File: config.mk
export PLATFORM = sky130hd
export DESIGN_NAME = btn_step_ctrl
export DESIGN_NICKNAME = d
export VERILOG_FILES = /design/src/rtl/btn_step_ctrl.sv
export SDC_FILE = /design/constraint.sdc
export NUM_CORES = 1
export LEC_CHECK = 0
export ABC_AREA = 1
export BUFFER_PORTS_ARGS = -buffer_cell sky130_fd_sc_hd__buf_2
export CORE_MARGIN = 2
export CORE_UTILIZATION = 50
export DETAILED_ROUTE_END_ITERATION = 8
export GPL_TIMING_DRIVEN = 0
export PLACE_DENSITY_LB_ADDON = 0.08
export SYNTH_ARGS = -nofsm -noshare
export SYNTH_HDL_FRONTEND = slang
export SYNTH_SLANG_ARGS = --single-unit
File: constraint.sdc
create_clock -name clk -period 3 [get_ports clk]
set_input_delay 0.3 -clock clk [delete_from_list [all_inputs] [get_ports clk]]
set_output_delay 0.3 -clock clk [all_outputs]
set_load 0.005 [all_outputs]
File: src/rtl/btn_step_ctrl.sv
// btn_step_ctrl: debounces btn_in on tick_src rising edges into btn_level/btn_press, toggles pause and emits a fixed-width step_clk pulse
module btn_step_ctrl #(
  parameter int N_BTN      = 4,
  parameter int CNT_W      = 4,
  parameter int STABLE_CNT = 8,
  parameter int PAUSE_IDX  = 0,
  parameter int STEP_IDX   = 1,
  parameter int STEP_HOLD  = 16,
  parameter int HOLD_W     = 5,
  parameter bit PAUSE_INIT = 1'b0
) (
  input  logic             clk,
  input  logic             rst,
  input  logic             tick_src,
  input  logic [N_BTN-1:0] btn_in,
  output logic [N_BTN-1:0] btn_level,
  output logic [N_BTN-1:0] btn_press,
  output logic             pause,
  output logic             step_clk
);
  typedef enum logic {IDLE, HOLD} state_t;
  localparam logic [CNT_W-1:0]  CNT_MAX  = CNT_W'(STABLE_CNT - 1);
  localparam logic [HOLD_W-1:0] HOLD_MAX = HOLD_W'(STEP_HOLD - 1);
  logic [N_BTN-1:0] sync1, btn_sync;
  logic             tick_prev, tick;
  logic [CNT_W-1:0] cnt [N_BTN];
  logic [HOLD_W-1:0] hold_cnt;
  state_t           state;
  assign tick = tick_src & ~tick_prev;
  always_ff @(posedge clk) begin
    if (rst) begin
      sync1     <= '0;
      btn_sync  <= '0;
      tick_prev <= 1'b0;
      for (int i = 0; i < N_BTN; i++) cnt[i] <= '0;
      btn_level <= '0;
      btn_press <= '0;
      pause     <= PAUSE_INIT;
      step_clk  <= 1'b0;
      hold_cnt  <= '0;
      state     <= IDLE;
    end else begin
      sync1     <= btn_in;
      btn_sync  <= sync1;
      tick_prev <= tick_src;
      for (int i = 0; i < N_BTN; i++) begin
        btn_press[i] <= 1'b0;
        if (tick) begin
          if (btn_sync[i] == btn_level[i]) cnt[i] <= '0;
          else if (cnt[i] == CNT_MAX) begin
            btn_level[i] <= btn_sync[i];
            btn_press[i] <= btn_sync[i];
            cnt[i]       <= '0;
          end else cnt[i] <= cnt[i] + 1'b1;
        end
      end
      if (btn_press[PAUSE_IDX]) pause <= ~pause;
      if (state == IDLE) begin
        if (btn_press[STEP_IDX] && pause) begin
          state    <= HOLD;
          step_clk <= 1'b1;
          hold_cnt <= HOLD_MAX;
        end
      end else if (hold_cnt != '0) hold_cnt <= hold_cnt - 1'b1;
      else begin
        step_clk <= 1'b0;
        state    <= IDLE;
      end
    end
  end
endmodule

======== Word level (Yosys, flattened, before mapping) ========
Memory sizes are Yosys's and may differ from the RTL's.
Cells that the tools add are included.
operators by class
  add/subtract/negate cells ............... 5
  multiply operators ...................... 0
  div/mod/pow operators ................... 0
  magnitude comparators ................... 0
  equality and inequality tests ........... 10
  shift operators ......................... 0
  multiplexer cells ....................... 79
  bitwise gates (word level) .............. 24
  reductions and logical operators ........ 13
operators with widths
  cell                                                                   count
  1-bit 2-to-1 mux                                                       64
  4-bit 2-to-1 mux                                                       12
  4-bit by 1-bit adder with 4-bit output, second input constant          4
  4-bit by 3-bit equality test with 1-bit output, second input constant  4
  4-bit OR reduction                                                     4
  5-bit 2-to-1 mux                                                       3
  1-bit OR                                                               12
  3-bit AND reduction                                                    4
  1-bit NOT                                                              11
  5-bit nonzero test                                                     1
  5-bit by 1-bit subtractor with 5-bit output, second input constant     1
  1-bit equality test                                                    4
  2-bit AND reduction                                                    2
  2-bit by 1-bit != test with 1-bit output, second input constant        1
  2-bit != test, second input constant                                   1
  2-bit nonzero test                                                     1
  1-bit AND                                                              1
  1-bit logical AND                                                      1
storage, ports and cells
  flip-flop bits (word level) ............. 25
  bits in latches ......................... 0
  memory bits (writable) .................. 16
  ROM bits ................................ 0
  output and inout port bits .............. 10
  memories kept ........................... 1
memory list
  memory  depth  width  rd ports  clocked after memory_dff  write ports  RTL line  text
  cnt     4      4      4         0                         4            26        logic [CNT_W-1:0] cnt [N_BTN];

======== Logic depth before layout (Yosys ltp) ========
Gate-level depths: netlist of the first run.
  depth after elaboration ................. 8
  gate-level depth with buffers ........... 8

======== Worst setup path after synthesis of the first run ========
OpenSTA, ideal clock, no wires.
  path type ............................... input -> register
  start point ............................. input port rst
  end point ............................... memory cnt[0][0], enable pin
  setup time .............................. 0.372 ns
  data arrival time ....................... 0.842 ns
  required time ........................... 2.628 ns
  path slack .............................. 1.786 ns
  stages on the path ...................... 3
  path buffers ............................ 1
  cells stage by stage .................... inv_2 buf_4 nand2_1
RTL lines
  what             RTL line  text
  start, declared  13        input logic rst,
  end, declared    26

==> flow_summary.toml, run 1 <==
[placed_design]
dpl-instance-area_sq_um = 1878
dp_hpwl_um = 2166
place.gp.congestion = 0.8024
place_ws_ns = 1.341
dp.cells = 261
port_buffers = 16

[clock_tree]
cts_resized = 0
htree_levels = 2
clk_pin_slew_ns = 0.12
clk_path_buf_depth = 2
cts_root_buf = "clkbuf_4"
cts.sinks = 41
cts_tree = "yes"
clk-insertion-delay-late_ns = 0.35
cts_buffers = 5
cts_setup_buffers = 0
cts_hold_buf = 0

[yosys]
syn_area_sq_um = 1740
syn_inst = 199
ys_types = 21
synth_seq_cells = 41
synthesis.nets = 211
yosysWarnings = 0
ys_seq_area_share_pct = 56.36
avgSynthCellArea_sq_um = 8.746

[power]
p_total_mw = 1.088
p_per_area_nw_per_um2 = 549.2
p_leak_nw = 0.9289
ir_worst_vdd_uv = 291.8

[timing]
layout_min_cycle_time_ns = 1.396
tightest_slew_ns = 0.6690
timing.final.crit_share_pct = 46.54
fmax_ghz = 0.7162
setup_ws_ns = 1.604
final_hold_viol_count = 0
rsz0062_at_grt = "false"
finalSetupViolCount = 0
hold_slack_ns = 0.1422
fin_skew_ns = 0.006888
finalSetupTns_ns = 0
drv_slew = 0
slew_headroom_pct = 55.29

[drt]
drt_pass1_iterations = 6
drc = 0
drt_iter0_drc = 49
vias = 1267
wl_per_cell_um = 10.71
wirelength_um = 2882
ant_nets = 0
post_drt_via_cell_ratio = 4.710

[setup_path]
rrSetupSlack_ns = 1.60
worstReg2RegEnd = "cnt[3][1]"
path_class = "reg2reg"
start_kind = "flop"
worstRegToRegCells = 3
critPathMaxFanout = 16
required_ns = 2.99
slowest_delay_ns = 0.53
timing.rr.start = "tick_prev"
crit_family = "simple AND/OR/NAND/NOR gates"
crit_chain = "inv_1 -> nand2_2 -> nand2_1"
crit_slowest_cell = "nand2_1"
critical_path_buf_inv_count = 1
arrival_ns = 1.39
cp-end-kind = "flop"

[min_path]
holdPathEnd = "sync1[2]"
hp-class = "in2reg"
holdPathStages = 3
hp-start = "btn_in[2]"

[finish]
n_antenna_cell = 0
final_cells = 269
finalInstanceArea_sq_um = 1981
area_growth_pct = 13.80
fin_util_pct = 59.36
nets = 234
drive_gt1_share_pct = 13.90
nFillCells = 315

[global_route]
antenna_found_initial = 0
grt_use_met1_pct = 17.82
grt_pass1_vias = 1267
grt_overflow = 0
grt_use_met3_pct = 5.946
grtUsageTotal_pct = 16.98
met2_usage_pct = 30.85
grt_busiest_layer = "met2"
grt_max_degree = 17
grt_pass1_wl_um = 5264

[die]
rows = 21
core_area_sq_um = 3337
initial_core_util_pct = 52.16
die_area_sq_um = 3969
chipHeight_um = 63
die_w_um = 63
num_io_pins = 17

[job]
drv_cap = 0

[outcome]
outcome = "completed"
## worst register-to-register path, stage by stage (launching register included)
cell     delay [ns]
dfxtp_1        0.32
inv_1          0.07
nand2_2        0.12
nand2_1        0.53
## power by group
| part | switching [mW] | internal, mW | leakage [nW] | total (mW) |
|---|---|---|---|---|
| registers | 0.0114 | 0.596 | 0.378 | 0.608 |
| clock network | 0.175 | 0.258 | 0.0552 | 0.433 |
| logic | 0.0297 | 0.0172 | 0.496 | 0.0469 |
## cell families (layout without fill, tap and decap cells)
group | count (synthesis) | in the layout | share of synthesized area (%)
simple gates | 99 | 99 | 24.59
xor+xnor | 10 | 10 | 5.032
compound gates | 8 | 8 | 2.372
flops | 41 | 41 | 56.36
buf+inv | 36 | 60 | 8.052
fa+ha+maj | 5 | 5 | 3.595
## sequential cells by signal, indices dropped and copies added (netlist names), 4 cells and up
signal     cells
btn_press      4
sync1          4
hold_cnt       5
cnt           16
btn_level      4
btn_sync       4
## metal layers
layer  vias to the layer above  wire length (um)
met5                         -                 0
met4                         0                63
met3                         8               135
met2                        21              1408
met1                       567              1275
li1                        671                 -
## layout make-up
| type | count | area [sq um] | area share, % |
|---|---|---|---|
| tap | 46 | 57.56 | 2.906 |
| sequential | 41 | 980.9 | 49.53 |
| inverter | 34 | 127.6 | 6.443 |
| buffer | 2 | 12.51 | 0.6317 |
| multi-input combinational | 122 | 619.3 | 31.27 |
| timing repair buffer | 16 | 80.08 | 4.043 |
| clock inverter | 3 | 65.06 | 3.285 |
| clock buffer | 5 | 37.54 | 1.895 |
## worst max path at each step
stage               slack, ns         to       from  cells after the start
global placement         1.41  cnt[1][0]        rst                      4
global route             1.48  cnt[3][3]  tick_prev                      3
detailed placement       1.34  cnt[3][2]        rst                      4
floorplan                1.79  cnt[0][0]        rst                      3
finish                   1.60  cnt[3][1]  tick_prev                      3
CTS                      1.56  cnt[3][2]  tick_prev                      3
## synthesized netlist by cell type
master    instances  area [sq um]
nor3b_2           1         12.51
dfxtp_1          25         500.5
nand3_1          19         95.09
nand3b_1          1         7.510
a21oi_1           3         15.01
xnor2_1           4         35.03
a31oi_1           1         6.260
nand4_1           1         6.260
inv_2             1         3.750
nand2_2           1         6.260
inv_1            33         123.9
xor2_1            6         52.55
nor4_1            1         6.260
buf_4             1         7.510
o21ai_0           4         20.02
nor2_1           44         165.2
edfxtp_1         16         480.5
ha_1              5         62.56
nand2_1          29         108.9
buf_2             1         5.000
nor3_2            2         20.02
## layout by cell type, fill, tap and decap left out, drive strengths merged, types with 3 or more instances in the layout
cell type  instances
a21oi              3
buf               18
clkbuf             5
dfxtp             25
edfxtp            16
ha                 5
inv               34
nand2             30
nand3             19
nor2              44
o21ai              4
xnor2              4
xor2               6
Power figures use the tool's default switching activity.
==> run 2: changes to the inputs <==
ABC_AREA = 0   (was 1)
clock period = 1.3 ns   (was 3 ns; I/O delays follow)
==> run 2 against run 1 <==
The run now ends with setup timing left. Clock power up 97%. Sequential share of layout area down 4.4 points. Sequential power up 130%. Combinational power rose to 3.1 times the previous value. Non-clock buffer count up 19. Via count down 1.5%. Critical path type unchanged.
==> flow_summary.toml, run 2 <==
[placed_design]
place.gp.congestion = 0.7617
dp_hpwl_um = 2100
place_ws_ns = -0.4632
dpl-instance-area_sq_um = 1874
port_buffers = 16

[global_route]
antenna_found_initial = 0
grt_use_met1_pct = 21.27
grtUsageTotal_pct = 17.97
met2_usage_pct = 29.70
grt_busiest_layer = "met2"
grt_pass1_vias = 1268
grt_max_degree = 17
grt_overflow = 0
grt_pass1_wl_um = 5485
grt_use_met3_pct = 4.324

[setup_path]
crit_slowest_cell = "or4b_4"
slowest_delay_ns = 0.53
start_kind = "flop"
required_ns = 1.52
crit_chain = "inv_2 -> ha_4 -> or4b_4 -> a21oi_4 -> a2111oi_2"
critical_path_buf_inv_count = 1
crit_family = "simple AND/OR/NAND/NOR gates"
rrSetupSlack_ns = -0.19
arrival_ns = 1.71
cp-end-kind = "flop"
path_class = "reg2reg"
critPathMaxFanout = 5

[outcome]
outcome = "complete, but fails checks"
violations = "setup timing"

[timing]
finalSetupViolCount = 5
fmax_ghz = 0.6732
tightest_slew_ns = 0.6077
setup_ws_ns = -0.1854
fin_skew_ns = 0.003077
final_hold_viol_count = 0
rsz0062_at_grt = "true"
slew_headroom_pct = 59.49
drv_slew = 0
timing.final.crit_share_pct = 114.3
layout_min_cycle_time_ns = 1.485

[yosys]
ys_seq_area_share_pct = 57.31
ys_async_sr_fraction_pct = 0
ys_types = 36
synth_most_common_cell = "dfxtp_1"
synth_top_area_cell = "dfxtp_1"
synthTopCellsByArea = "dfxtp_1 29%, edfxtp_1 28%, xor2_1 6.1%"
syn_inst = 153
synth_edf_count = 16
avgSynthCellArea_sq_um = 11.19
synth.top_cell.area_share_pct = 29.24
yosysWarnings = 0
synth_seq_cells = 41
ys.flop_type = "dfxtp_1"
syn_area_sq_um = 1712
yosys-top-cells-count = "25 x dfxtp_1, 16 x edfxtp_1, 15 x nor2_1, 12 x xor2_1, 11 x inv_1"
synthesis.nets = 165

[drt]
drt_pass1_iterations = 4
vias = 1248
wl_per_cell_um = 13.12
wirelength_um = 3174
post_drt_via_cell_ratio = 5.157
ant_nets = 0
drt_iter0_drc = 64
drc = 0

[finish]
n_antenna_cell = 0
regMostFlops = "cnt"
area_growth_pct = 27.19
final_cell_mix = "23 x dfxtp_1, 17 x buf_2, 16 x edfxtp_1"
nets = 207
reg.largest.list = "cnt (16), hold_cnt (5)"
fin_util_pct = 65.76
finalInstanceArea_sq_um = 2177
drive_gt1_share_pct = 32.65
final_common_cell = "dfxtp_1"
largest_reg_flops = 16

[clock_tree]
cts_tree = "yes"
clk_pin_slew_ns = 0.11
clk-insertion-delay-late_ns = 0.34
cts.sinks = 41
htree_levels = 2
cts_buffers = 5
clk_path_buf_depth = 2
cts_root_buf = "clkbuf_4"

[die]
rows = 21
num_io_pins = 17
chipHeight_um = 62.51
die_area_sq_um = 3908
die_w_um = 62.51
initial_core_util_pct = 51.70
core_area_sq_um = 3311

[power]
p_total_mw = 2.401
ir_worst_vdd_uv = 685.6
pwr-share-comb_pct = 6.0
p_leak_nw = 0.9032
swShare_pct = 20.66
p_int_mw = 1.905
seq_power_share_pct = 58.4
p_sw_mw = 0.4962
p_clk_share_pct = 35.6
p_per_area_nw_per_um2 = 1103

[min_path]
hp-class = "in2reg"

[job]
drv_cap = 0
==> run 2: power groups by stage <==
stage          sequential (mW)  combinational (mW)  clock [mW]
2_1_floorplan             1.42              0.0738           0
3_3_place_gp              1.43              0.0998           0
3_5_place_dp              1.43               0.106           0
4_1_cts                   1.40               0.123       0.879
5_1_grt                   1.41               0.162       0.934
6_report                  1.40               0.145       0.855
==> run 2: final timing paths <==
kind | to | start | depth (start not counted)
worst min register to register | btn_sync[1] | sync1[1] | 1
worst min-delay path | tick_prev | rst | 2
worst max register to register | hold_cnt[2] | hold_cnt[0] | 5
worst max-delay path | hold_cnt[2] | hold_cnt[0] | 5
==> run 2: kinds of logic after synthesis <==
kind of cell | after synthesis | synth area share, %
simple gates | 64 | 22.15
flops | 41 | 57.31
compound gates | 16 | 7.091
buf+inv | 14 | 3.143
xor+xnor | 13 | 6.652
fa+ha+maj | 5 | 3.655
==> run 2: through the flow <==
| stage | instances | TNS [ns] | hold slack, ns |
|---|---|---|---|
| after floorplan | 153 | -0.4416 | 0.2134 |
| after global placement | 215 | -11.67 | 0.3378 |
| after detailed placement | 215 | -13.72 | 0.3465 |
| after CTS | 231 | -0.9238 | 0.04920 |
| after global routing | 242 | -1.360 | 0.05559 |
| final | 242 | -0.8529 | 0.06981 |
==> run 2: worst reg2reg max path: cells and delay by family (launching register included) <==
kind / cells / cell delay [ns]
AND/OR/NAND/NOR: 1 / 0.53
AO/OA/AOI/OAI: 2 / 0.31
flip-flops: 1 / 0.34
buffers and inverters: 1 / 0.07
adder cells (fa/ha/maj): 1 / 0.12
==> run 2: what timing repair did <==
action / 4_1_cts / 5_1_grt
endpoints found under the setup margin: 38 / 38
hold buffers: 4 / 0
gates resized for setup: 4 / 11
endpoints found under the hold margin: 4 / 0
buffers inserted: 4 / 10
gates cloned: 0 / 1
pin swaps: 5 / 10
==> run 2: per-layer routing <==
metal	part of all wire (%)	wire length [um]
met1	44	1388
met5	0	0
met3	4.0	127
met4	0.60	19
met2	52	1640
==> run 2: area by class of cell <==
class                      instances  area, sq um
fill                             287         1134
inverter                          11        41.29
timing repair buffer              34        225.2
clock inverter                     1        30.03
tap                               46        57.56
buffer                             3        12.51
sequential                        41        983.4
clock buffer                       7        55.05
multi-input combinational         99        772.0
